### src/rtl/xilinx_pad_debounce.sv
`timescale 1ns/1ps
`default_nettype none
// ============================================================================
// Module      : xilinx_pad_debounce
// Description : Input conditioner for slow board-level pads such as
//               push-buttons and slide switches. Each channel is first
//               synchronised into clk_i, then debounced by a per-channel
//               stability counter. Single-cycle rise and fall pulses mark
//               every change of the debounced level. All channels are
//               independent; only clock, reset and bypass are shared.
//
// Ports       : clk_i     in   1     system clock
//               rst_ni    in   1     asynchronous active-low reset
//               bypass_i  in   1     1 = level_o follows synchroniser output
//               pad_i     in   N_IN  raw asynchronous pad levels
//               level_o   out  N_IN  debounced level (registered)
//               rise_o    out  N_IN  1-cycle pulse on level_o 0->1
//               fall_o    out  N_IN  1-cycle pulse on level_o 1->0
//               busy_o    out  N_IN  stability counter non-zero
//
// Revision    : 1.0 - initial release
// ============================================================================
module xilinx_pad_debounce #(
    parameter int              N_IN            = 4,
    parameter int              SYNC_STAGES     = 2,
    parameter int              DEBOUNCE_CYCLES = 1000000,
    parameter logic [N_IN-1:0] RESET_VALUE     = '0
) (
    input  logic            clk_i,
    input  logic            rst_ni,
    input  logic            bypass_i,
    input  logic [N_IN-1:0] pad_i,
    output logic [N_IN-1:0] level_o,
    output logic [N_IN-1:0] rise_o,
    output logic [N_IN-1:0] fall_o,
    output logic [N_IN-1:0] busy_o
);

    localparam int CNT_W = $clog2(DEBOUNCE_CYCLES + 1);

    // Terminal count: the mismatch that reaches this value is the
    // DEBOUNCE_CYCLES-th consecutive one, so the level flips on it.
    localparam logic [CNT_W-1:0] c_cnt_last = CNT_W'(DEBOUNCE_CYCLES - 1);

    if (DEBOUNCE_CYCLES < 1) begin : g_bad_debounce_cycles
        $error("xilinx_pad_debounce: DEBOUNCE_CYCLES must be >= 1");
    end

    if (SYNC_STAGES < 2) begin : g_bad_sync_stages
        $error("xilinx_pad_debounce: SYNC_STAGES must be >= 2");
    end

    if (N_IN < 1) begin : g_bad_n_in
        $error("xilinx_pad_debounce: N_IN must be >= 1");
    end

    for (genvar i = 0; i < N_IN; i++) begin : g_chan
        logic [SYNC_STAGES-1:0] r_sync;
        logic [CNT_W-1:0]       r_cnt;
        logic                   r_level;
        logic                   r_rise;
        logic                   r_fall;
        logic                   w_s;
        logic                   w_mismatch;
        logic                   w_at_last;
        logic                   w_flip;

        // Synchroniser: bit 0 samples the pad, the top bit is the only
        // version of the pad the rest of the channel ever looks at.
        always_ff @(posedge clk_i or negedge rst_ni) begin
            if (!rst_ni) begin
                r_sync <= {SYNC_STAGES{RESET_VALUE[i]}};
            end else begin
                r_sync <= {r_sync[SYNC_STAGES-2:0], pad_i[i]};
            end
        end

        assign w_s        = r_sync[SYNC_STAGES-1];
        assign w_mismatch = w_s ^ r_level;
        assign w_at_last  = (r_cnt == c_cnt_last);
        // In bypass any mismatch is accepted immediately.
        assign w_flip     = w_mismatch & (bypass_i | w_at_last);

        always_ff @(posedge clk_i or negedge rst_ni) begin
            if (!rst_ni) begin
                r_cnt   <= '0;
                r_level <= RESET_VALUE[i];
                r_rise  <= 1'b0;
                r_fall  <= 1'b0;
            end else begin
                r_rise <= w_flip & w_s;
                r_fall <= w_flip & ~w_s;
                if (w_flip) begin
                    r_level <= w_s;
                end
                // Clearing at the terminal value keeps the counter from
                // ever wrapping; any matching cycle restarts the count.
                if (bypass_i || !w_mismatch || w_at_last) begin
                    r_cnt <= '0;
                end else begin
                    r_cnt <= r_cnt + 1'b1;
                end
            end
        end

        assign level_o[i] = r_level;
        assign rise_o[i]  = r_rise;
        assign fall_o[i]  = r_fall;
        assign busy_o[i]  = (r_cnt != '0);
    end

endmodule
`default_nettype wire

### config.mk
export PLATFORM = sky130hd
export DESIGN_NAME = xilinx_pad_debounce
export DESIGN_NICKNAME = d
export VERILOG_FILES = /design/src/rtl/xilinx_pad_debounce.sv
export SDC_FILE = /design/constraint.sdc
export NUM_CORES = 1
export LEC_CHECK = 0
export BUFFER_PORTS_ARGS = -buffer_cell sky130_fd_sc_hd__buf_2
export CAP_MARGIN = 20
export CORE_UTILIZATION = 35
export CTS_BUF_LIST = sky130_fd_sc_hd__clkbuf_16
export CTS_CLUSTER_SIZE = 16
export DETAILED_ROUTE_END_ITERATION = 12
export GPL_TIMING_DRIVEN = 0
export PLACE_DENSITY = 0.57
export SYNTH_ARGS = -nofsm -noshare
export SYNTH_HDL_FRONTEND = slang
export SYNTH_SLANG_ARGS = --single-unit
### constraint.sdc
create_clock -name clk_i -period 2 [get_ports clk_i]
set_clock_uncertainty 0.2 [all_clocks]
set_input_delay 0.6 -clock clk_i [delete_from_list [all_inputs] [get_ports clk_i]]
set_output_delay 0.6 -clock clk_i [all_outputs]
set_load 0.05 [all_outputs]
==> results.py, run 1 <==
metrics = {
    "logic_synthesis": {
        "synth_top_family_by_area": "simple AND/OR/NAND/NOR gates",
        "avgSynthCellArea_um2": 9.85,
        "synth_cells": 498,
        "synth_compound_area_share_pct": 7.60,
        "ys_seq_area_share_pct": 51.0,
        "synthXorXnorAreaFrac_pct": 8.57,
        "yosysWarnings": 0,
        "synthDistinctLibCells": 34,
        "synthMuxAreaShare_pct": 0.919,
        "netlist_area_um2": 4900,
        "ys_ff_latch": 100,
        "yosys.area_share.adder_pct": 2.04,
        "synth_nets": 513,
        "synth-simple-area-share_pct": 24.8,
    },
    "die": {
        "dieArea_um2": 14500,
        "start_util_pct": 36.4,
        "io_pins": 23,
        "die_width_um": 120,
        "core_area_um2": 13500,
        "die_y_um": 120,
        "fp-row-count": 42,
    },
    "power": {
        "internal-power_w": 0.00309,
        "p_leak_nw": 2.64,
        "p_total_w": 0.00418,
        "seqPwrFrac_pct": 50.2,
        "power.share.clock_pct": 37.3,
        "p_sw_w": 0.00109,
        "power_frac_comb_pct": 12.6,
        "switching_share_pct": 26.2,
        "power.density_nw_per_um2": 630,
        "peakVddDrop_mv": 0.477,
    },
    "flow_run": {
        "drv_cap": 0,
    },
    "routing": {
        "wl_per_cell_um": 14.2,
        "postRouteAntennaNets": 0,
        "post-route-drc-count": 0,
        "drt_iter0_markers": 192,
        "dr.pass1.iters": 4,
        "drt_wl_total_mm": 11.1,
        "vias_per_cell": 5.15,
        "via_count": 4010,
    },
    "grt": {
        "grt_pass1_wl_mm": 18.4,
        "grt.total_usage_pct": 16.0,
        "grt_antenna_before_repair": 0,
        "gr-total-overflow": 0,
        "grt_pass1_vias": 3866,
        "grt_max_degree": 56,
    },
    "clock_tree": {
        "cts_sinks": 100,
        "cts-root-buf": "clkbuf_16",
        "clk_latency_ns": 0.35,
        "clkTransAtPathRegs_ns": 0.06,
        "cts_buffers": 9,
        "holdBufCountCts": 0,
        "cts_max_level": 3,
        "cts_max_path_buffers": 2,
        "cts_tree": "yes",
    },
    "worst_setup_path": {
        "end_kind": "output port",
        "critical_path_arrival_ns": 1.74,
        "slowest_delay_ns": 0.55,
        "crit_slowest_cell": "or4_4",
        "start_kind": "flip-flop",
        "crit_chain": "or4_4 > nor2_4 > nand4_1 > buf_6",
        "critPathKind": "flip-flop to output port",
        "critPathMaxFanout": 2,
        "critPathRequiredTime_ns": 1.20,
    },
    "sta": {
        "maxSlewHeadroom_pct": 50.5,
        "postLayoutSetupSlackWorst_ns": -0.538,
        "fin_setup_tns_ns": -6.87,
        "rsz0062_at_grt": "yes",
        "fin_crit_sh_pct": 127,
        "worst_pin_slew_ns": 0.743,
        "setup_viol": 67,
        "fmax_ghz": 0.394,
        "slew_violations": 0,
        "period_needed_ns": 2.54,
        "hold_viol": 0,
    },
    "finish": {
        "final_cell_mix": "dfrtp_1, buf_4, nor2_1",
        "finalInstanceArea_um2": 6640,
        "drive_gt1_share_pct": 36.0,
        "syn_to_final_growth_pct": 35.4,
        "fin_nets": 612,
        "diodes": 0,
        "final_common_cell": "dfrtp_1",
    },
    "placed_design": {
        "place_area_um2": 5330,
        "gp_congestion": 0.787,
        "portBuffers": 21,
        "dp_hpwl_mm": 6.61,
    },
    "run_status": {
        "violations": "setup timing",
        "status": "finished with violations",
    },
    "worst_hold_path": {
        "min_path_type": "primary input to async pin",
    },
}
-- routing by layer --
| metal | wire [um] | global-route usage [%] | vias up |
|---|---|---|---|
| met3 | 332 | 4.91 | 11 |
| met4 | 141 | 4.71 | 0 |
| met5 | 0 | 0 | - |
| met1 | 4950 | 19.6 | 1988 |
| li1 | - | - | 1959 |
| met2 | 5640 | 27.1 | 52 |
-- cell usage after synthesis (all sizes together) --
cell type	instances	share of area [%]
inv	26	2.0
or4b	2	0.41
or3	22	2.9
xnor2	32	5.7
nor3	13	1.3
and4	2	0.36
a311o	4	0.82
dfrtp	100	51
nand2	19	1.5
o21ai	17	1.7
nor4b	2	0.36
nor4	10	1.3
and3	3	0.38
or2	1	0.13
a31oi	4	0.51
mux2	4	0.92
buf	17	2.3
nand3	33	4.0
and2	2	0.26
ha	8	2.0
nor2	64	4.9
nor3b	11	1.7
or4	23	3.6
a21oi	28	2.9
clkbuf	10	0.77
xor2	16	2.9
nand4	14	1.8
o31ai	11	1.7
-- state kept, by name (all words and copies together) (netlist names) --
signal	flops
g_chan.r_rise	4
g_chan.r_fall	4
g_chan.r_cnt	80
g_chan.r_level	4
g_chan.r_sync	8
-- per-stage QoR --
step / util (%) / hold slack, ns / cells / setup slack [ns]
finish: 49.3 / 0.108 / 778 / -0.538
global route: 49.3 / 0.132 / 778 / -0.610
CTS: 45.7 / 0.133 / 757 / -0.569
detailed placement: 39.6 / 0.148 / 696 / -0.305
global placement: 39.4 / 0.135 / 695 / -0.975
floorplan: - / 0.104 / 498 / -0.335
-- kinds of logic after synthesis --
| family | count (synthesis) |
|---|---|
| flip-flops | 100 |
| multiplexers | 4 |
| adder cells (fa/ha/maj) | 8 |
| AND/OR/NAND/NOR | 221 |
| AO/OA/AOI/OAI | 64 |
| XOR/XNOR | 48 |
| buffers and inverters | 53 |
-- cell type report --
type / count / area (um2)
well taps: 176 / 220
plain buffers: 21 / 196
flip-flops and latches: 100 / 2520
multi-input cells: 345 / 2530
fillers: 1236 / 6810
clock inverters: 7 / 26.3
repair buffers: 94 / 830
clock buffers: 9 / 225
inverters: 26 / 97.6
-- timing repair --
action | 4_1_cts | 5_1_grt
pin swaps | 20 | 30
gates resized for setup | 68 | 90
setup buffers | 47 | 28
gates cloned | 2 | 3
setup endpoints to repair | 84 | 90
-- power by group through the flow --
stage          clock (W)  sequential (W)  combinational (W)
3_5_place_dp           0         0.00214           0.000379
6_report         0.00156         0.00210           0.000527
4_1_cts          0.00161         0.00210           0.000454
2_1_floorplan          0         0.00213           0.000258
5_1_grt          0.00170         0.00210           0.000570
3_3_place_gp           0         0.00214           0.000368
-- worst max-delay path: cells and delay by family (launching register included) --
family,cells,cell delay (ns)
and+or+nand+nor,3,0.81
DFF,1,0.39
buffers and inverters,1,0.19
-- worst paths after layout --
check                                              startpoint                            end  slack, ns  cells after the start
worst max-delay path            g_chan[1].r_cnt[13]$_DFF_PN0_                      busy_o[1]      -0.54                      4
worst min-delay path                                   rst_ni  g_chan[0].r_cnt[15]$_DFF_PN0_       0.11                      1
worst max register to register   g_chan[1].r_cnt[7]$_DFF_PN0_  g_chan[1].r_cnt[18]$_DFF_PN0_      -0.20                      6
worst min register to register  g_chan[1].r_sync[0]$_DFF_PN0_  g_chan[1].r_sync[1]$_DFF_PN0_       0.16                      0
max in group asynchronous                              rst_ni   g_chan[1].r_cnt[2]$_DFF_PN0_       0.80                      2
min in group clk_i                                   pad_i[3]  g_chan[3].r_sync[0]$_DFF_PN0_       0.15                      1
(Power assumes the default switching activity.)
==> run 2, diff against run 1 <==
--- a/config.mk
+++ b/config.mk
@@ -7,12 +7,14 @@
 export LEC_CHECK = 0
 export BUFFER_PORTS_ARGS = -buffer_cell sky130_fd_sc_hd__buf_2
 export CAP_MARGIN = 20
+export CORE_MARGIN = 2
 export CORE_UTILIZATION = 35
 export CTS_BUF_LIST = sky130_fd_sc_hd__clkbuf_16
 export CTS_CLUSTER_SIZE = 16
 export DETAILED_ROUTE_END_ITERATION = 12
 export GPL_TIMING_DRIVEN = 0
 export PLACE_DENSITY = 0.57
+export SKIP_LAST_GASP = 1
 export SYNTH_ARGS = -nofsm -noshare
 export SYNTH_HDL_FRONTEND = slang
 export SYNTH_SLANG_ARGS = --single-unit
==> results.py, run 2 (synthesized netlist as in run 1, its figures left out) <==
metrics = {
    "die": {
        "start_util_pct": 35.6,
        "die_y_um": 122,
        "die_width_um": 122,
        "dieArea_um2": 15000,
        "fp-row-count": 43,
        "io_pins": 23,
        "core_area_um2": 13800,
    },
    "grt": {
        "grt.total_usage_pct": 15.3,
        "grt_antenna_before_repair": 0,
        "grt_pass1_vias": 3817,
        "grt_pass1_wl_mm": 18.2,
        "grt_max_degree": 60,
        "gr-total-overflow": 0,
    },
    "placed_design": {
        "gp_congestion": 0.777,
        "portBuffers": 21,
        "dp_hpwl_mm": 6.65,
        "place_area_um2": 5330,
    },
    "clock_tree": {
        "cts_buffers": 9,
        "cts_max_level": 3,
        "cts-root-buf": "clkbuf_16",
        "clkTransAtPathRegs_ns": 0.06,
        "cts_sinks": 100,
        "clk_latency_ns": 0.35,
        "cts_tree": "yes",
        "cts_max_path_buffers": 2,
    },
    "finish": {
        "top_register": "g_chan.r_cnt",
        "syn_to_final_growth_pct": 33.9,
        "drive_gt1_share_pct": 33.6,
        "diodes": 0,
        "fin_nets": 615,
        "final_common_cell": "dfrtp_1",
        "reg_top3": "g_chan.r_cnt x80, g_chan.r_sync x8",
        "final_cell_mix": "dfrtp_1, buf_4, nor2_1",
        "largest_reg_flops": 80,
        "finalInstanceArea_um2": 6570,
    },
    "routing": {
        "wl_per_cell_um": 14.4,
        "via_count": 3966,
        "wl_met3_um": 295,
        "dr_wl_met2_mm": 5.65,
        "dr.pass1.iters": 4,
        "met1Wirelength_mm": 5.17,
        "vias_per_cell": 5.05,
        "highest_layer": "met4",
        "post-route-drc-count": 0,
        "drt_wl_total_mm": 11.3,
        "drt_iter0_markers": 267,
        "postRouteAntennaNets": 0,
    },
    "power": {
        "p_total_w": 0.00430,
        "p_leak_nw": 2.65,
        "peakVddDrop_mv": 0.456,
        "power.density_nw_per_um2": 655,
    },
    "sta": {
        "worst_pin_slew_ns": 0.600,
        "maxSlewHeadroom_pct": 60.0,
        "postLayoutSetupSlackWorst_ns": -0.584,
        "fin_crit_sh_pct": 129,
        "rsz0062_at_grt": "yes",
        "period_needed_ns": 2.58,
        "setup_viol": 62,
        "fmax_ghz": 0.387,
        "slew_violations": 0,
        "hold_viol": 0,
    },
    "worst_setup_path": {
        "critPathMaxFanout": 6,
        "critical_path_arrival_ns": 1.78,
        "critPathKind": "flip-flop to output port",
        "start_kind": "flip-flop",
        "end_kind": "output port",
        "critPathRequiredTime_ns": 1.20,
    },
    "worst_hold_path": {
        "min_path_type": "primary input to async pin",
    },
    "run_status": {
        "violations": "setup timing",
        "status": "finished with violations",
    },
    "flow_run": {
        "drv_cap": 0,
    },
}
[run 2: routing by layer]
metal / GRT usage, % / up-vias
met5: 0 / -
met3: 3.76 / 14
met2: 25.7 / 52
met4: 3.74 / 0
li1: - / 1951
met1: 19.8 / 1949
[run 2: cell type report]
type	instances	area [um2]
Clock buffer	9	225
Timing Repair Buffer	96	808
Multi-Input combinational cell	345	2460
Clock inverter	7	58.8
Sequential cell	100	2510
Fill cell	1296	7210
Buffer	22	183
Inverter	26	97.6
Tap cell	180	225
[run 2: report_power, final]
part / leakage [nW] / switching (W) / total, W / internal, W
Clock: 0.141 / 0.000763 / 0.00172 / 0.000953
Combinational: 1.16 / 0.000300 / 0.000490 / 0.000191
Sequential: 1.35 / 0.0000377 / 0.00210 / 0.00206
Total: 2.65 / 0.00110 / 0.00430 / 0.00320
[run 2: repair_timing]
item                                    CTS  global route
hold buffers                              0             0
gates cloned                              1             3
endpoints found under the setup margin   85            92
pin swaps                                21            31
gates resized for setup                  62            73
buffers inserted                         51            25
[run 2: worst paths after layout]
path / from / to / slack, ns / cells after the start
max in group asynchronous: rst_ni / g_chan[3].r_cnt[2]$_DFF_PN0_ / 0.87 / 2
setup / recovery: g_chan[2].r_cnt[6]$_DFF_PN0_ / busy_o[2] / -0.58 / 4
setup reg to reg: g_chan[1].r_cnt[11]$_DFF_PN0_ / g_chan[1].r_cnt[15]$_DFF_PN0_ / -0.50 / 12
hold / removal: rst_ni / g_chan[0].r_cnt[17]$_DFF_PN0_ / 0.03 / 1
min in group clk_i: g_chan[2].r_sync[0]$_DFF_PN0_ / g_chan[2].r_sync[1]$_DFF_PN0_ / 0.15 / 0
hold reg to reg: g_chan[2].r_sync[0]$_DFF_PN0_ / g_chan[2].r_sync[1]$_DFF_PN0_ / 0.15 / 0
[run 2: per-stage QoR]
| step | cells | setup TNS (ns) | setup WS [ns] | util, % | hold WS (ns) |
|---|---|---|---|---|---|
| floorplan | 498 | -1.59 | -0.335 | - | 0.104 |
| global placement | 699 | -107.72 | -0.968 | 38.5 | 0.136 |
| detailed placement | 700 | -13.00 | -0.316 | 38.7 | 0.135 |
| CTS | 761 | -6.82 | -0.599 | 44.7 | 0.0495 |
| global route | 785 | -20.30 | -0.650 | 47.7 | 0.0753 |
| finish | 785 | -16.03 | -0.584 | 47.7 | 0.0313 |
[run 2: critical path: stages, from the launching register on]
cell and delay (ns):
dfrtp_1 0.44, or4_4 0.52, nor2_4 0.14, nand4_1 0.14, buf_6 0.20
